<file path="src/rtl/i2s_tx_multi.sv">
// Multi-channel I2S / left-justified / TDM serial transmitter with a one-frame
// holding register, sticky underrun flag and strobe-driven mclk/sclk generation.
module i2s_tx_multi #(
  parameter int DATA_W = 24,
  parameter int SLOT_W = 32,
  parameter int NUM_CH = 2
) (
  input  logic                     clk,
  input  logic                     rst_n,
  input  logic                     mclk_en,
  input  logic                     sclk_en,
  input  logic                     enable,
  input  logic                     mode,
  input  logic [NUM_CH*DATA_W-1:0] fifo_data,
  input  logic                     fifo_valid,
  output logic                     fifo_ready,
  output logic                     mclk,
  output logic                     sclk,
  output logic                     lrclk,
  output logic                     sdata,
  output logic                     underrun,
  input  logic                     underrun_clr
);

  localparam int FRAME = NUM_CH * SLOT_W;
  localparam int FW    = NUM_CH * DATA_W;
  localparam int BW    = $clog2(FRAME);
  localparam int JW    = $clog2(SLOT_W);

  localparam logic [BW-1:0] B_LAST = BW'(FRAME - 1);
  localparam logic [BW-1:0] B_SLOT = BW'(SLOT_W);
  localparam logic [BW-1:0] B_ONE  = BW'(1);
  localparam logic [BW-1:0] B_ZERO = '0;
  localparam logic [JW-1:0] J_LAST = JW'(SLOT_W - 1);
  localparam logic [JW-1:0] J_ONE  = JW'(1);
  localparam logic [JW:0]   J_DATA = (JW+1)'(DATA_W);

  logic          r_mclk;
  logic          r_sclk;
  logic          r_lrclk;
  logic          r_sdata;
  logic          r_ready;
  logic          r_full;
  logic          r_under;
  logic          r_mode;
  logic [BW-1:0] r_b;
  logic [JW-1:0] r_j;
  logic [FW-1:0] r_hold;
  logic [FW-1:0] r_shift;

  logic          w_fall;
  logic [BW-1:0] w_b_next;
  logic          w_start;
  logic          w_take;
  logic          w_full_next;
  logic [JW-1:0] w_j_next;
  logic          w_in_data;
  logic          w_lr_next;

  always_comb begin
    w_fall      = enable & sclk_en & r_sclk;
    w_b_next    = (r_b == B_LAST) ? B_ZERO : r_b + B_ONE;
    // Channel-0 MSB position: b=0 left-justified, b=1 for I2S one-bit delay.
    w_start     = w_fall & (w_b_next == (r_mode ? B_ZERO : B_ONE));
    w_take      = fifo_valid & r_ready;
    w_full_next = w_take | (r_full & ~w_start);
    // r_j is the bit index within the slot of the bit now being driven.
    if (w_start)
      w_j_next = '0;
    else if (r_j == J_LAST)
      w_j_next = '0;
    else
      w_j_next = r_j + J_ONE;
    w_in_data   = ({1'b0, w_j_next} < J_DATA);
  end

  generate
    if (NUM_CH == 2) begin : g_lr_stereo
      assign w_lr_next = r_mode ? (w_b_next < B_SLOT) : (w_b_next >= B_SLOT);
    end else begin : g_lr_tdm
      assign w_lr_next = (w_b_next == B_ZERO);
    end
  endgenerate

  always_ff @(posedge clk or negedge rst_n) begin
    if (!rst_n) begin
      r_mclk  <= 1'b0;
      r_sclk  <= 1'b0;
      r_lrclk <= 1'b0;
      r_sdata <= 1'b0;
      r_ready <= 1'b0;
      r_full  <= 1'b0;
      r_under <= 1'b0;
      r_mode  <= 1'b0;
      r_b     <= B_LAST;
      r_j     <= J_LAST;
      r_hold  <= '0;
      r_shift <= '0;
    end else begin
      if (mclk_en)
        r_mclk <= ~r_mclk;

      if (!enable)
        r_sclk <= 1'b0;
      else if (sclk_en)
        r_sclk <= ~r_sclk;

      if (!enable) begin
        r_mode  <= mode;
        r_b     <= B_LAST;
        r_j     <= J_LAST;
        r_lrclk <= 1'b0;
        r_sdata <= 1'b0;
        r_shift <= '0;
      end else if (w_fall) begin
        r_b     <= w_b_next;
        r_j     <= w_j_next;
        r_lrclk <= w_lr_next;
        if (w_start) begin
          r_sdata <= r_full & r_hold[FW-1];
          r_shift <= r_full ? {r_hold[FW-2:0], 1'b0} : '0;
        end else if (w_in_data) begin
          r_sdata <= r_shift[FW-1];
          r_shift <= {r_shift[FW-2:0], 1'b0};
        end else begin
          r_sdata <= 1'b0;
        end
      end

      // A handshake on the frame-start cycle lands in the now-free holding register.
      if (w_take)
        r_hold <= fifo_data;
      r_full  <= w_full_next;
      r_ready <= ~w_full_next;

      if (w_start & ~r_full)
        r_under <= 1'b1;
      else if (underrun_clr)
        r_under <= 1'b0;
    end
  end

  assign fifo_ready = r_ready;
  assign mclk       = r_mclk;
  assign sclk       = r_sclk;
  assign lrclk      = r_lrclk;
  assign sdata      = r_sdata;
  assign underrun   = r_under;

endmodule

</file>
<file path="config.mk">
export PLATFORM = sky130hd
export DESIGN_NAME = i2s_tx_multi
export DESIGN_NICKNAME = d
export VERILOG_FILES = /design/src/rtl/i2s_tx_multi.sv
export SDC_FILE = /design/constraint.sdc
export NUM_CORES = 1
export LEC_CHECK = 0
export CORE_UTILIZATION = 55
export DETAILED_ROUTE_END_ITERATION = 10
export PLACE_DENSITY = 0.76
export SYNTH_ARGS = -nofsm -noshare
export SYNTH_HDL_FRONTEND = slang
export SYNTH_SLANG_ARGS = --single-unit
</file>
<file path="constraint.sdc">
create_clock -name clk -period 5.83 [get_ports clk]
set_input_delay 1.166 -clock clk [delete_from_list [all_inputs] [get_ports clk]]
set_output_delay 1.166 -clock clk [all_outputs]
set_load 0.05 [all_outputs]
</file>
; After elaboration in Yosys (flattened, before gate mapping)
; Cells that the tools add are included.
[word_totals]
regBits = 115
in_bits = 56
[op_classes]
n_addsub = 2
order_cmp = 3
eq_ne = 6
n_mux = 24
n_bitwise = 13
n_reduce_logical = 2
[op_table]
columns = op, count
row1 = 48-bit two-way mux, 5
row2 = 5-bit two-way mux, 4
row3 = 6-bit two-way mux, 3
row4 = 1-bit two-way mux, 12
row5 = 1-bit AND, 7
row6 = 6-bit by 1-bit adder with 6-bit output (second input constant), 1
row7 = 6-bit by 1-bit equality test with 1-bit output, 1
row8 = 6-bit equality test (second input constant), 1
row9 = 6-bit >= comparator (second input constant), 1
row10 = 6-bit < comparator (second input constant), 1
row11 = 5-bit by 1-bit adder with 5-bit output (second input constant), 1
row12 = 5-bit equality test (second input constant), 1
row13 = 5-bit < comparator (second input constant), 1
row14 = 1-bit inverter, 5
row15 = 3-bit by 1-bit != test with 1-bit output (second input constant), 1
row16 = 2-bit by 1-bit != test with 1-bit output (second input constant), 1
row17 = 2-bit != test (second input constant), 1
row18 = 2-bit AND reduction, 1
row19 = 2-bit nonzero test, 1
row20 = 1-bit OR, 1

; Longest topological paths before layout
; Gate-level depths: netlist (run 1).
[logic_depth]
ltp_word = 10
depth_mapped = 9
ltp_nobuf = 7

; Least setup slack after synthesis (run 1)
; OpenSTA, ideal clock, no wires.
[synth_timing]
path_type = input -> register
startpoint = input port sclk_en
endpoint = register r_shift[16]
arrival_ns = 2.844
setup_slack_ns = 2.860
cell_stages = 8
path_buffers = 3
cell_sequence = and2_1 > buf_2 > o2111ai_1 > or4_4 > buf_6 > o211a_4 > buf_6 > a221o_1
[synth_via]
elab_chain_len = 7
elab_cells_between_ends = 11
cone_classes = order compare: 1 / eq/ne: 2 / mux: 4 / bitwise: 3 / reduce/logical: 1
[synth_lines]
columns = item, line
row1 = start: declaration, 11  ; input logic sclk_en,
row2 = 1-bit AND * (2 in a row), 61  ; w_fall = enable & sclk_en & r_sclk;
row3 = 1-bit AND, 64  ; w_start = w_fall & (w_b_next == (r_mode ? B_ZERO : B_ONE));
row4 = 5-bit two-way mux, 68  ; if (w_start)
row5 = 5-bit < comparator, 74  ; w_in_data = ({1'b0, w_j_next} < J_DATA);
row6 = 3-bit by 1-bit != test with 1-bit output (no line), n/a
row7 = 2-bit AND reduction (no line), n/a
row8 = end signal: assignment, 121  ; r_shift <= r_full ? {r_hold[FW-2:0], 1'b0} : '0;
row9 = end signal: assignment, 124  ; r_shift <= {r_shift[FW-2:0], 1'b0};
row10 = end: declaration, 49  ; logic [FW-1:0] r_shift;
; Every way passes the cells marked *; elsewhere a longest branch is shown, timed or not. The select of a mux whose other input is x is not followed.
; A chain may end at the register's enable or synchronous reset.

; Worst setup path in the final report (run 1)
[layout_timing]
startpoint = input port enable
endpoint = register r_shift[35]
[layout_via]
elab_chain_len = 7
elab_cells_between_ends = 11
cone_classes = order compare: 1 / eq/ne: 2 / mux: 4 / bitwise: 3 / reduce/logical: 1
[layout_lines]
columns = item, line
row1 = start: declaration, 12  ; input logic enable,
row2 = 1-bit AND (2 in a row), 61
row3 = 1-bit AND, 64
row4 = 5-bit two-way mux, 68
row5 = 5-bit < comparator, 74
row6 = 3-bit by 1-bit != test with 1-bit output (no line), n/a
row7 = 2-bit AND reduction (no line), n/a
; Parallel ways exist; a longest one is shown, timed or not. The select of a mux whose other input is x is not followed.

==> flow_summary.ini, run 1 <==
[status]
run_status = finished, final reports clean

[timing]
tns_ns = 0
period_minus_slack_ns = 4.24
timing.final.max_slew_violations = 0
final-setup-viol-count = 0
rsz0062_at_grt = no
final_hold_viol_count = 0
worst_slew_margin_rel_pct = 17.4
clock-skew-final_ns = 0.00601
fmax_achieved_mhz = 236
timing_worst_slew_pin_value_ns = 1.23
fin_crit_sh_pct = 72.7

[drt]
drt-pass1-iter-count = 5
viasPerCell = 6.30
route.detailed.wl_per_inst_um = 18.8
route.vias.total = 3973
routed_wirelength_mm = 11.8
route.antenna.remaining_nets = 0
remaining_drc_errors = 0
drt_iter0_drc = 220

[clock_network]
tritoncts_num_sinks = 114
holdBufCountCts = 0
postCtsResizedCells = 0
cts.repair_timing.setup_buffer_count = 0
worst_setup_hold_path_clk_slew_ns = 0.05
cts_htree_levels = 4
cts_tree = done
clkLatencyLatePin_ns = 0.52
clock_tree.root_cell = clkbuf_8
cts_max_path_buffers = 2
numCtsBuffers = 17

[floorplanning]
initial_utilization_pct = 57.7
io_pins = 62
core_box_area_sq_um = 9420
placementRows = 35
die_width_um = 101
dieHeight_um = 101
die-area_sq_um = 10300

[worst_setup_path]
worst_path_max_delay_cell = o21a_1
startpoint_class_of_the_critical_path = primary input
critical_path_cell_sequence = clkdlybuf4s50_1 -> inv_1 -> nor2_1 -> o21a_1 -> o41ai_4 -> o221a_2
critical_path.max_fanout = 30
cp.arrival_ns = 4.64
critical_path.max_stage_delay_ns = 0.79
kind_of_critical_path = in -> reg
worst-endpoint-required_ns = 6.23
worstSetupEndpointType = flip-flop

[logic_synthesis]
synth_simple_gate_area_share_pct = 7.69
post_synth_xor_area_fraction_pct = 1.13
synth_edf_count = 0
seq_area_frac_synth_pct = 52.8
post_synth_instance_area_sq_um = 5430
synth_compound_area_share_pct = 22.7
synth_mux_area_share_pct = 10.4
synth_top_family_by_area = compound AO/OA/AOI/OAI gates
yosys.area_share.adder_pct = 0.921
synth_ff_type = dfrtp_1
netlist-cell-type-count = 49
syn-num-nets = 509
ys_ff_latch = 114
synth_async_sr_flop_share_pct = 100
yosysWarningCount = 0
synth_area_per_cell_sq_um = 12.1
synth_cells = 449

[global_routing]
pin_count_of_the_biggest_net_entering_global_routing = 60
first_global_vias = 4015
grt-ovfl-total = 0
antenna_found_initial = 0
wire_length_of_the_first_global_routing_pass_mm = 19.7
groute.usage.overall_pct = 25.2

[pwr]
powerDensity_nw_per_um2 = 400
leakagePower_nw = 3.02
worst_voltage_drop_across_the_vdd_grid_v = 0.000334
total_power_mw = 2.63

[finish]
nNetsFinal = 549
antennaDiodeCount = 0
final_layout_size_suffix_gt1_share_pct = 24.9
finish.cell_count_without_fillers = 631
synthToLayoutAreaGrowth_pct = 21.1

[run]
drv_cap = 0

[placement]
numPlacedInstances = 599
io_buffer_count = 61
hpwl_mm = 7.10
gp_routability_congestion = 0.785

[worst_hold_path]
worst_hold_path_type = reg -> reg
synth_stat cells, types with 2 or more instances:
| library cell | count | area share [%] |
|---|---|---|
| o21a_1 | 2 | 0.28 |
| dfstp_2 | 11 | 5.3 |
| xor2_1 | 4 | 0.64 |
| nor3_1 | 4 | 0.37 |
| nand2b_1 | 2 | 0.23 |
| o311ai_0 | 2 | 0.32 |
| nand3_1 | 6 | 0.55 |
| dfrtp_1 | 103 | 47 |
| nor2_1 | 5 | 0.35 |
| a21oi_1 | 27 | 2.5 |
| clkbuf_1 | 25 | 1.7 |
| o221a_2 | 24 | 5.0 |
| nor4_1 | 2 | 0.23 |
| nand2_1 | 16 | 1.1 |
| buf_2 | 9 | 0.83 |
| nand4_1 | 3 | 0.35 |
| ha_1 | 4 | 0.92 |
| o211a_1 | 23 | 4.2 |
| a221o_1 | 24 | 4.4 |
| inv_1 | 4 | 0.28 |
| buf_1 | 6 | 0.41 |
| xnor2_1 | 3 | 0.48 |
| and3_1 | 27 | 3.1 |
| and2_1 | 2 | 0.23 |
| mux2_2 | 50 | 10 |
| a31oi_1 | 29 | 3.3 |
| buf_6 | 5 | 1.0 |
| o21ai_0 | 6 | 0.55 |
layout make-up:
type / count / area [sq um]
timing repair buffer: 67 / 653
inverter: 4 / 15.0
sequential: 114 / 2870
clock buffer: 27 / 462
fill: 659 / 2830
clock inverter: 5 / 77.6
tap: 129 / 161
multi-input combinational: 285 / 2350
final timing paths:
path | endpoint | cells past startpoint | from | slack [ns]
min in group asynchronous | r_mode | 1 | rst_n | 0.71
worst max register to register | r_shift[35] | 6 | r_b[0] | 2.61
worst max-delay path | r_shift[35] | 6 | enable | 1.59
max in group asynchronous | r_hold[44] | 2 | rst_n | 3.97
worst min register to register | mclk | 1 | mclk | 0.47
worst min-delay path | mclk | 1 | mclk | 0.47
power breakdown:
part           total [mW]  leakage [nW]  switching [mW]  internal [mW]
clock network       0.955         0.258           0.338          0.617
registers            1.12          1.43           0.122           1.00
logic               0.553          1.33           0.271          0.281
placed cells by master (no fill, tap or decap), types with 2 or more instances in the layout:
cell             netlist  layout
nand4_1                3       3
a221o_1               24      24
xnor2_1                3       3
o221a_2               24      24
clkinv_2               0       2
dfrtp_1              103     103
and3_1                27      27
clkbuf_8               0       2
mux2_2                50      50
and2_1                 2       2
clkbuf_1              25       9
a31oi_1               29      29
nor2_1                 5       5
inv_1                  4       4
o21a_1                 2       2
o21ai_0                6       6
nand3_1                6       6
a21oi_1               27      27
clkbuf_16              0      16
ha_1                   4       4
dfstp_2               11      11
nor3_1                 4       4
buf_4                  1       7
o311ai_0               2       2
xor2_1                 4       4
clkdlybuf4s50_1        0      60
bufinv_16              0       2
nand2_1               16      15
o211a_1               23      23
nand2b_1               2       2
sequential cells by signal (all words and copies together), names as in the netlist:
name        cells
r_shift        47
underrun        1
mclk            1
r_hold         48
r_j             5
lrclk           1
sclk            1
sdata           1
r_mode          1
r_full          1
fifo_ready      1
r_b             6
stage by stage:
step | util [%] | area, sq um | setup slack (ns) | hold WS [ns]
3_3_place_gp | 64.2 | 6040 | 1.31 | 0.454
5_1_grt | 69.9 | 6580 | 1.37 | 0.491
4_1_cts | 69.9 | 6580 | 1.69 | 0.476
2_1_floorplan | - | 5430 | 2.86 | 0.456
3_5_place_dp | 64.2 | 6040 | 1.18 | 0.484
6_report | 69.9 | 6580 | 1.59 | 0.472
cells by family (layout without fill, tap and decap cells):
kind of cell | after synthesis | count (layout)
DFF | 114 | 114
buffers and inverters | 50 | 103
AOI/OAI and AO/OA | 149 | 149
xor gates and xnor gates | 7 | 7
muxes | 50 | 50
and+or+nand+nor | 75 | 75
adders and majority gates | 4 | 4
worst max-delay path: cells and delay by family:
kind	cells	cell delay, ns
and+or+nand+nor	1	0.49
buffers and inverters	2	1.30
AOI/OAI and AO/OA	3	1.66
per-layer routing:
layer  vias to the layer above  track usage (%)  share of wire [%]
li1                       1830                -                  -
met1                      2005             31.1                 43
met2                       125             42.6                 51
met3                        13             7.52                5.2
met4                         0             8.36                1.3
met5                         -                0                  0
Power figures use the tool's default switching activity.
==> run 2, diff against run 1 <==
Clock period 5.83 ns to 3.9 ns, I/O delays scaled along.
==> run 2 against run 1 <==
Compared with the run above:
- utilization increased by 0.70 points
- count of clock-buffer cells in the layout decreased by 5
- global-route usage increased by 0.31 points
- total power increased by 49%
- die area unchanged
- clock skew increased by 0.0053 ns
- register-to-register slack got worse by 1.6 ns
- flip-flop and latch count unchanged
- via count increased by 2.0%
- critical path type is now reg -> reg
==> flow_summary.ini, run 2 (synthesis gave the netlist of run 1 again) <==
[status]
run_status = finished, final reports clean

[timing]
fin_crit_sh_pct = 74.7
clock-skew-final_ns = 0.0113
final-setup-viol-count = 0
timing_worst_slew_pin_value_ns = 1.14
tns_ns = 0
rsz0062_at_grt = no
worst_slew_margin_rel_pct = 23.6
period_minus_slack_ns = 2.91
fmax_achieved_mhz = 343
final_hold_viol_count = 0
finalWorstSetupSlack_ns = 0.987
timing.final.max_slew_violations = 0

[floorplanning]
die-area_sq_um = 10300
core_box_area_sq_um = 9420
initial_utilization_pct = 57.7
io_pins = 62
placementRows = 35
dieHeight_um = 101
die_width_um = 101

[clock_network]
clock_tree.root_cell = clkbuf_8
numCtsBuffers = 17
cts_max_path_buffers = 2
worst_setup_hold_path_clk_slew_ns = 0.06
tritoncts_num_sinks = 114
clkLatencyLatePin_ns = 0.52
cts.repair_timing.setup_buffer_count = 0
postCtsResizedCells = 0
cts_htree_levels = 4
cts_tree = done
holdBufCountCts = 0

[finish]
final_layout_size_suffix_gt1_share_pct = 27.3
layout_common_cells = dfrtp_1 (103), clkdlybuf4s50_1 (60), mux2_2 (50)
layout.filler_cells = 671
largest_register_ff_count = 48
nNetsFinal = 557
antennaDiodeCount = 0
largest_registers = r_hold (48), r_shift (47), r_b (6)
layout_commonest_cell = dfrtp_1
register_bank_with_the_most_flops = r_hold
synthToLayoutAreaGrowth_pct = 22.4

[worst_setup_path]
cp.arrival_ns = 3.31
worstSetupEndpointType = flip-flop
critical_path_cell_sequence = ha_1 -> a21oi_1 -> o21a_1 -> or4_4 -> o211a_4 -> a221o_1
worst_path_max_delay_cell = or4_4
r2r-start = r_b[0]
reg2reg_depth = 6
crit-reg2reg-capture = r_shift[18]
critical_path.max_fanout = 28
startpoint_class_of_the_critical_path = flip-flop
r2r_slack_ns = 0.99
kind_of_critical_path = reg -> reg
critical_path.max_stage_delay_ns = 0.68
worst-endpoint-required_ns = 4.29

[placement]
post-place-ws_ns = 0.711
hpwl_mm = 7.14
gp_routability_congestion = 0.825
io_buffer_count = 61

[pwr]
leakagePower_nw = 3.07
worst_voltage_drop_across_the_vdd_grid_v = 0.000429
powerDensity_nw_per_um2 = 591

[global_routing]
grt-ovfl-total = 0
wire_length_of_the_first_global_routing_pass_mm = 19.9
first_global_vias = 3989
antenna_found_initial = 0
pin_count_of_the_biggest_net_entering_global_routing = 64
groute.usage.overall_pct = 25.6

[run]
drv_cap = 0

[drt]
route.detailed.wl_per_inst_um = 18.9
route.antenna.remaining_nets = 0
routed_wirelength_mm = 12.0
remaining_drc_errors = 0
drt-pass1-iter-count = 7
route.vias.total = 4051
viasPerCell = 6.35
drt_iter0_drc = 248

[worst_hold_path]
worst_hold_path_type = in -> async
## run 2: changes by cell type in the layout (fill, tap and decap cells not counted)
cell        change
clkbuf_1        -7
buf_4           +8
clkinv_4        +2
clkinvlp_4      +1
clkbuf_8        +2
bufinv_16       -1
clkinv_2        +2
## run 2: power by group
part	total (mW)	leakage [nW]	internal, mW	switching (mW)
combinational	0.832	1.37	0.426	0.407
clock	1.42	0.267	0.887	0.535
sequential	1.67	1.43	1.50	0.178
## run 2: critical path: cells and delay by family, from the launching register on
kind                     cells  cell delay (ns)
AO/OA/AOI/OAI                4             1.11
AND/OR/NAND/NOR              1             0.68
flip-flops                   1             0.62
adder cells (fa/ha/maj)      1             0.37
## run 2: metrics by stage
step	power (mW)	hold slack (ns)	util [%]	instances	instance area, sq um
after detailed placement	2.51	0.461	64.8	607	6100
final	3.93	0.356	70.6	638	6650
after global placement	2.47	0.455	64.8	607	6100
after global routing	4.12	0.406	70.6	638	6650
after floorplan	2.25	0.456	-	449	5430
after CTS	3.95	0.377	70.6	638	6650
## run 2: worst max-delay path by stage
stage	from	to	slack, ns
floorplan	r_b[0]	r_shift[16]	1.31
detailed placement	sclk_en	r_shift[11]	0.71
global placement	sclk_en	r_shift[5]	0.77
CTS	r_b[0]	r_shift[11]	1.01
global route	r_b[0]	r_shift[6]	0.88
finish	r_b[0]	r_shift[18]	0.99
## run 2: cell type report
| class | instances | area (sq um) | area share [%] |
|---|---|---|---|
| Clock buffer | 22 | 463 | 6.96 |
| Clock inverter | 9 | 82.6 | 1.24 |
| Inverter | 4 | 15.0 | 0.226 |
| Multi-Input combinational cell | 285 | 2350 | 35.3 |
| Sequential cell | 114 | 2870 | 43.1 |
| Tap cell | 129 | 161 | 2.43 |
| Timing Repair Buffer | 75 | 713 | 10.7 |
## run 2: per-layer routing
metal | share of wire (%) | track usage, % | vias to the layer above
met1 | 45 | 35.0 | 2058
met4 | 0.71 | 8.25 | 0
li1 | - | - | 1850
met5 | 0 | 0 | -
met3 | 4.9 | 6.76 | 7
met2 | 50 | 39.9 | 136
==> run 3, diff against run 2 <==
Clock period 3.9 ns to 2.8 ns, I/O delays scaled along.
==> run 3 against run 2 <==
Compared with the run above:
- first-iteration DRC count shrank 3.2%
- flip-flop and latch count did not move
- sequential power increased by 40%
- hold slack worse by 0.23 ns
- clock skew barely moved
- critical path depth up 2
- global-route usage up 0.82 points
- cell area rose by 2.4%
- non-clock buffer count is 10 higher
- count of clock-buffer cells in the layout stayed put
- combinational power up 44%
==> flow_summary.ini, run 3 (synthesis gave the netlist of run 1 again) <==
[status]
run_status = finished, final reports clean

[clock_network]
cts_tree = done
holdBufCountCts = 0
clock_tree.root_cell = clkbuf_8
cts_max_path_buffers = 2
cts_htree_levels = 4
tritoncts_num_sinks = 114
clkLatencyLatePin_ns = 0.51
numCtsBuffers = 17
worst_setup_hold_path_clk_slew_ns = 0.06

[floorplanning]
die-area_sq_um = 10300
die_width_um = 101
placementRows = 35
dieHeight_um = 101
initial_utilization_pct = 57.7
io_pins = 62
core_box_area_sq_um = 9420

[placement]
gp_routability_congestion = 0.848
post-place-ws_ns = 0.0974
numPlacedInstances = 617
io_buffer_count = 61
hpwl_mm = 7.57

[finish]
multi_input_comb_area_sq_um = 2350
register_bank_with_the_most_flops = r_hold
antennaDiodeCount = 0
largest_register_ff_count = 48
finalCoreUtilization_pct = 72.3
layout_commonest_cell = dfrtp_1
seqCellArea_sq_um = 2870
layout.filler_cells = 624
synthToLayoutAreaGrowth_pct = 25.3
largest_registers = r_hold (48), r_shift (47), r_b (6)
finish.cell_count_without_fillers = 648
nNetsFinal = 567
layout_common_cells = dfrtp_1 (103), clkdlybuf4s50_1 (60), mux2_2 (50)
final_layout_size_suffix_gt1_share_pct = 29.1

[timing]
tns_ns = 0
clock-skew-final_ns = 0.0116
fin_crit_sh_pct = 92.7
worst_slew_margin_rel_pct = 50.2
finalWorstSetupSlack_ns = 0.206
timing_worst_slew_pin_value_ns = 0.746
final-setup-viol-count = 0
timing.final.max_slew_violations = 0
period_minus_slack_ns = 2.59
rsz0062_at_grt = no
final_hold_viol_count = 0
fmax_achieved_mhz = 385

[worst_setup_path]
startpoint_class_of_the_critical_path = flip-flop
cp.arrival_ns = 2.98
r2r-start = r_b[0]
worst_path_most_repeated_cell = buf_4
crit-reg2reg-capture = r_shift[14]
worst-endpoint-required_ns = 3.18
kind_of_critical_path = reg -> reg
timing.critical_path.buf_inv = 2
critical_path_cell_sequence = buf_4 -> ha_1 -> nor2b_1 -> o2111ai_1 -> or4_4 -> buf_4 -> o211a_1 -> a221o_1
worstSetupEndpointType = flip-flop
critical_path.max_stage_delay_ns = 0.54
kind_of_cell_adding_the_most_delay_to_the_critical_path = compound AO/OA/AOI/OAI gates
worst_path_max_delay_cell = dfstp_2
r2r_slack_ns = 0.21
reg2reg_depth = 8
critical_path.max_fanout = 23

[worst_hold_path]
worst_hold_path_type = in -> async

[drt]
drt_iter0_drc = 240
viasPerCell = 6.31
drt-pass1-iter-count = 4
routed_wirelength_mm = 12.4
route.antenna.remaining_nets = 0
remaining_drc_errors = 0
route.vias.total = 4088
route.detailed.wl_per_inst_um = 19.2

[pwr]
powerDensity_nw_per_um2 = 813
total_power_mw = 5.53
leakagePower_nw = 3.14
worst_voltage_drop_across_the_vdd_grid_v = 0.000601

[global_routing]
groute.usage.overall_pct = 26.4
grt-ovfl-total = 0
pin_count_of_the_biggest_net_entering_global_routing = 59
antenna_found_initial = 0
first_global_vias = 4117
wire_length_of_the_first_global_routing_pass_mm = 20.8

[run]
drv_cap = 0
-- run 3: cell count changes in the layout (fill, tap and decap cells not counted) --
cell,before,now
ha_1,4,3
clkinvlp_4,2,3
ha_2,0,1
buf_4,15,19
buf_12,0,6
clkinv_4,2,1
clkbuf_8,4,5
clkbuf_1,2,1
-- run 3: layout make-up --
cell class	instances	area share [%]
Sequential cell	114	42.1
Clock buffer	22	6.95
Inverter	4	0.221
Timing Repair Buffer	85	12.7
Clock inverter	9	1.19
Tap cell	129	2.37
Multi-Input combinational cell	285	34.5
-- run 3: per-stage QoR --
step | hold slack (ns) | cell area, sq um
2_1_floorplan | 0.264 | 5430
3_3_place_gp | 0.457 | 6250
3_5_place_dp | 0.465 | 6250
4_1_cts | 0.142 | 6810
5_1_grt | 0.172 | 6810
6_report | 0.122 | 6810
-- run 3: per-layer routing --
layer  track usage, %  routed length [um]
met1             35.1                5390
met2             43.1                6390
met4             7.36                 129
met5                0                   0
met3             6.69                 525
-- run 3: what timing repair did --
action                                  CTS  global route
setup buffers                             0             0
endpoints found under the setup margin    0             1
resized for setup                         0             1
-- run 3: worst max-delay path by stage --
stage	to	start	slack, ns	cells past startpoint
after floorplan	r_shift[16]	r_b[0]	0.21	9
after global placement	r_shift[2]	sclk_en	0.13	6
after detailed placement	r_shift[5]	sclk_en	0.1	6
after CTS	r_shift[14]	r_b[1]	0.12	7
after global routing	r_j[2]	r_b[1]	0.10	8
final	r_shift[14]	r_b[0]	0.21	8
-- run 3: power breakdown --
group          switching (mW)  internal [mW]  leakage, nW
logic                   0.579          0.620         1.44
registers               0.258           2.08         1.43
clock network           0.734           1.26        0.269
total                    1.57           3.96         3.14
